[config.mk]
export PLATFORM = sky130hd
export DESIGN_NAME = key_iv_loader
export DESIGN_NICKNAME = d
export VERILOG_FILES = /design/src/rtl/key_iv_loader.sv
export SDC_FILE = /design/constraint.sdc
export NUM_CORES = 1
export LEC_CHECK = 0
export BUFFER_PORTS_ARGS = -buffer_cell sky130_fd_sc_hd__buf_4
export CAP_MARGIN = 0
export CORE_ASPECT_RATIO = 1.4
export CORE_UTILIZATION = 58
export CTS_CLUSTER_DIAMETER = 100
export DETAILED_ROUTE_END_ITERATION = 12
export GPL_TIMING_DRIVEN = 1
export PLACE_DENSITY = 0.8
export SYNTH_ARGS = -nofsm -noshare
export SYNTH_HDL_FRONTEND = slang
export SYNTH_SLANG_ARGS = --single-unit
[constraint.sdc]
create_clock -name clk -period 2 [get_ports clk]
set_clock_uncertainty 0.05 [all_clocks]
set_input_delay 0.6 -clock clk [delete_from_list [all_inputs] [get_ports clk]]
set_output_delay 0.6 -clock clk [all_outputs]
set_load 0.01 [all_outputs]
[src/rtl/key_iv_loader.sv]
// Key/IV frame loader: assembles a 28-byte frame into a shadow
// register and commits IV and key to the cipher in one cycle.
module key_iv_loader #(
  parameter int TIMEOUT = 255
) (
  input  logic         clk,
  input  logic         reset,
  input  logic         start,
  input  logic [7:0]   din,
  input  logic         din_valid,
  output logic         din_ready,
  output logic [188:0] key_o,
  output logic [31:0]  iv_o,
  output logic         kiv_valid,
  input  logic         kiv_ack,
  output logic         err
);

  localparam logic [1:0] IDLE   = 2'd0;
  localparam logic [1:0] LOAD   = 2'd1;
  localparam logic [1:0] COMMIT = 2'd2;
  localparam logic [1:0] ERR    = 2'd3;

  localparam logic [15:0] TMO_LAST = 16'(TIMEOUT - 1);

  logic [1:0]   state;
  logic [4:0]   cnt;
  logic [15:0]  idle;
  logic [223:0] shadow;
  logic         accept;
  logic         pad_bad;
  logic         last;
  logic         tmo;

  assign din_ready = (state == LOAD);
  assign accept    = din_ready & din_valid;
  assign pad_bad   = (cnt == 5'd4) && (din[7:5] != 3'b000);
  assign last      = (cnt == 5'd27);
  assign tmo       = (idle == TMO_LAST);

  always_ff @(posedge clk or negedge reset) begin
    if (!reset) begin
      state     <= IDLE;
      cnt       <= '0;
      idle      <= '0;
      shadow    <= '0;
      key_o     <= '0;
      iv_o      <= '0;
      kiv_valid <= 1'b0;
      err       <= 1'b0;
    end else begin
      unique case (state)
        IDLE: begin
          if (start) begin
            state  <= LOAD;
            cnt    <= '0;
            idle   <= '0;
            err    <= 1'b0;
            shadow <= '0;
          end
        end
        LOAD: begin
          if (accept) begin
            shadow <= {shadow[215:0], din};
            idle   <= '0;
            if (pad_bad) begin
              state <= ERR;
              err   <= 1'b1;
            end else if (last) begin
              state <= COMMIT;
            end else begin
              cnt <= cnt + 5'd1;
            end
          end else if (tmo) begin
            state <= ERR;
            err   <= 1'b1;
          end else begin
            idle <= idle + 16'd1;
          end
        end
        COMMIT: begin
          iv_o  <= shadow[223:192];
          key_o <= shadow[188:0];
          state <= IDLE;
        end
        ERR: begin
          state <= IDLE;
        end
        default: state <= IDLE;
      endcase

      // a fresh commit outranks a coincident acknowledge
      if (state == COMMIT) begin
        kiv_valid <= 1'b1;
      end else if (kiv_ack) begin
        kiv_valid <= 1'b0;
      end
    end
  end

endmodule

==> qor.yml <==
status: "finished with violations"
violations: "design-rule violations"
place_congestion: 0.836
cts_inserted_buffers: 43
die_area_um2: 32500
vias_per_cell: 5.68
endpoint_kind: "primary output"
crit_path_max_fanout: 5
crit_required_ps: 1350
root_buffer: "clkbuf_16"
hold_viol: 0
crit_slowest_cell: "dfrtp_2"
final_common_cell: "dfrtp_1"
synth_cell_types: 51
grt_util_all_layers: 0.262
fp-row-count: 76
grt_overflow_total: 0
worst_ep_arrival_time_ps: 1290
clock.fmax_mhz: 516
dp_hpwl_um: 27300
path_cells: "nor2b_4 > buf_6"
clock-sinks: 470
start_kind: "register"
grt_pass1_vias: 13000
synthToLayoutAreaGrowth_pct: 21.3
drcViolationCount: 17
syn-cell-area_um2: 18400
p_clk_frac: 0.338
p_leak_nw: 12.3
htreeDepth: 2
worstMarginPinSlew_ps: 417
antenna_cells: 0
io-pin-count: 237
cts_tree: "built"
initial_core_util: 0.595
peakVddDrop_v: 0.000971
max_cap_viol_count: 0
hold_depth: 2
finalSetupViolCount: 0
report.final.slew_viol_count: 0
fin_crit_ps: 1940
drtIter0Drc: 783
mostFrequentLayoutCells: "dfrtp_1, nand2_1, buf_4"
reg2reg_depth: 6
swShare: 0.302
syn_nets: 1616
ys_ff_latch: 470
grt_pass1_wl_um: 67900
synth_edf_count: 0
grt_start_max_net_pins: 70
postRouteAntennaNets: 0
yosys_most_used_dff: "dfrtp_1"
fp.dieW_um: 153
comb_power_share: 0.193
period_share: 0.969
grt_setup_unrepaired: "no"
final_layout_size_suffix_gt1_frac: 0.320
async_flop_share: 1.00
vias: 12800
p_sw_mw: 7.18
final_core_util: 0.722
yosysWarnings: 0
core-area_um2: 31000
hold_path_startpoint: "kiv_ack"
tns_ps: 0
seqPwrFrac: 0.469
relSlewSlack: 0.721
crit_type: "reg -> out"
dieHeight_um: 213
drt_first_pass_iters: 10
nNetsFinal: 1850
routed_wl_um: 42100
clock_path_buffers: 3
crit_path_start: "state[0]"
synth_area_per_cell_um2: 11.5
r2r_setup_slack_ps: 120
port_buffers: 236
hold-path-endpoint: "kiv_valid"
power.density_nw_per_um2: 1060
worst_hold_slack_ps: 206
clk_latency_ps: 540
r2r_start: "idle[0]"
yosysSeqAreaShare: 0.638
antenna_found_initial: 0
p_int_mw: 16.6
synthesis.instances: 1599
slowest_delay_ps: 390
hp-class: "in -> reg"
rr_endpoint: "idle[11]"
power_mw: 23.8
path_clk_slew_ps: 60
wl_per_cell_um: 18.6
[final cells by class]
| cell class | instances | area (um2) |
|---|---|---|
| multi-input combinational | 1012 | 6150 |
| tap | 390 | 488 |
| clock inverter | 16 | 141 |
| inverter | 11 | 41.3 |
| timing repair buffer | 295 | 2550 |
| sequential | 470 | 11800 |
| clock buffer | 62 | 1240 |
| fill | 2068 | 8620 |
[synthesized netlist by cell type, types with 4 or more instances]
cell type  instances  area, um2
nand2_1          461       1730
dfrtp_1          470      11800
a21oi_1           13       65.1
nor2_1             5       18.8
buf_1              6       22.5
buf_2             44        220
clkbuf_1          40        150
o21ai_0            9       45.0
or4_1              8       60.1
o31ai_1            7       52.6
nand4_1            5       31.3
ha_1               4       50.1
inv_1             11       41.3
buf_4             13       97.6
nand3_1          228       1140
mux2_2           222       2500
[flip-flops by register name (all words and copies together), names as in the netlist]
signal     count
err            1
shadow       224
cnt            5
iv_o          32
kiv_valid      1
key_o        189
state          2
idle          16
[per-stage QoR]
stage	setup WS, ps	std cells	instance area, um2
CTS	8.95	2251	22300
global route	31.1	2256	22400
detailed placement	-10.9	2171	20900
floorplan	126	1599	18400
global placement	76.8	2171	20900
finish	62.9	2256	22400
[power groups by stage]
stage               Clock [mW]  Combinational, mW  Sequential (mW)
finish                    8.05               4.59             11.2
CTS                       8.20               4.54             11.2
floorplan                    0               2.60             11.2
global route              8.57               5.00             11.3
global placement             0               4.38             11.3
detailed placement           0               4.50             11.3
[critical path: cells and delay by family, from the launching register on]
| kind | cells | cell delay, ps |
|---|---|---|
| buf+inv | 1 | 130 |
| flops | 1 | 390 |
| simple gates | 1 | 230 |
[worst max-delay path by stage]
stage          depth (start not counted)  slack (ps)   endpoint
2_1_floorplan                          3         130  din_ready
5_1_grt                                2          30  din_ready
4_1_cts                                2           9  din_ready
3_5_place_dp                           5         -10    idle[4]
3_3_place_gp                           5          80   idle[10]
6_report                               2          60  din_ready
[routing by layer]
layer  wire, um  share of wire  vias to the layer above  GRT usage
met1      16700           0.40                     6540      0.332
met4        909          0.022                        0     0.0874
met3       2820          0.067                       58     0.0603
li1           -              -                     5841          -
met2      21600           0.51                      366      0.448
met5          0              0                        -          0
[cell families after synthesis]
| kind of cell | Yosys count | synth area share |
|---|---|---|
| compound gates | 47 | 0.0166 |
| fa+ha+maj | 4 | 0.00271 |
| buf+inv | 117 | 0.0307 |
| flops | 470 | 0.638 |
| mux | 224 | 0.137 |
| simple gates | 737 | 0.176 |
[repair_timing]
item | 4_1_cts | 5_1_grt
hold buffers | 1 | 0
gates resized for setup | 3 | 1
endpoints found under the hold margin | 22 | 0
buffers inserted | 2 | 5
endpoints found under the setup margin | 1 | 8
No activity file was read; power rests on OpenSTA's default activity.
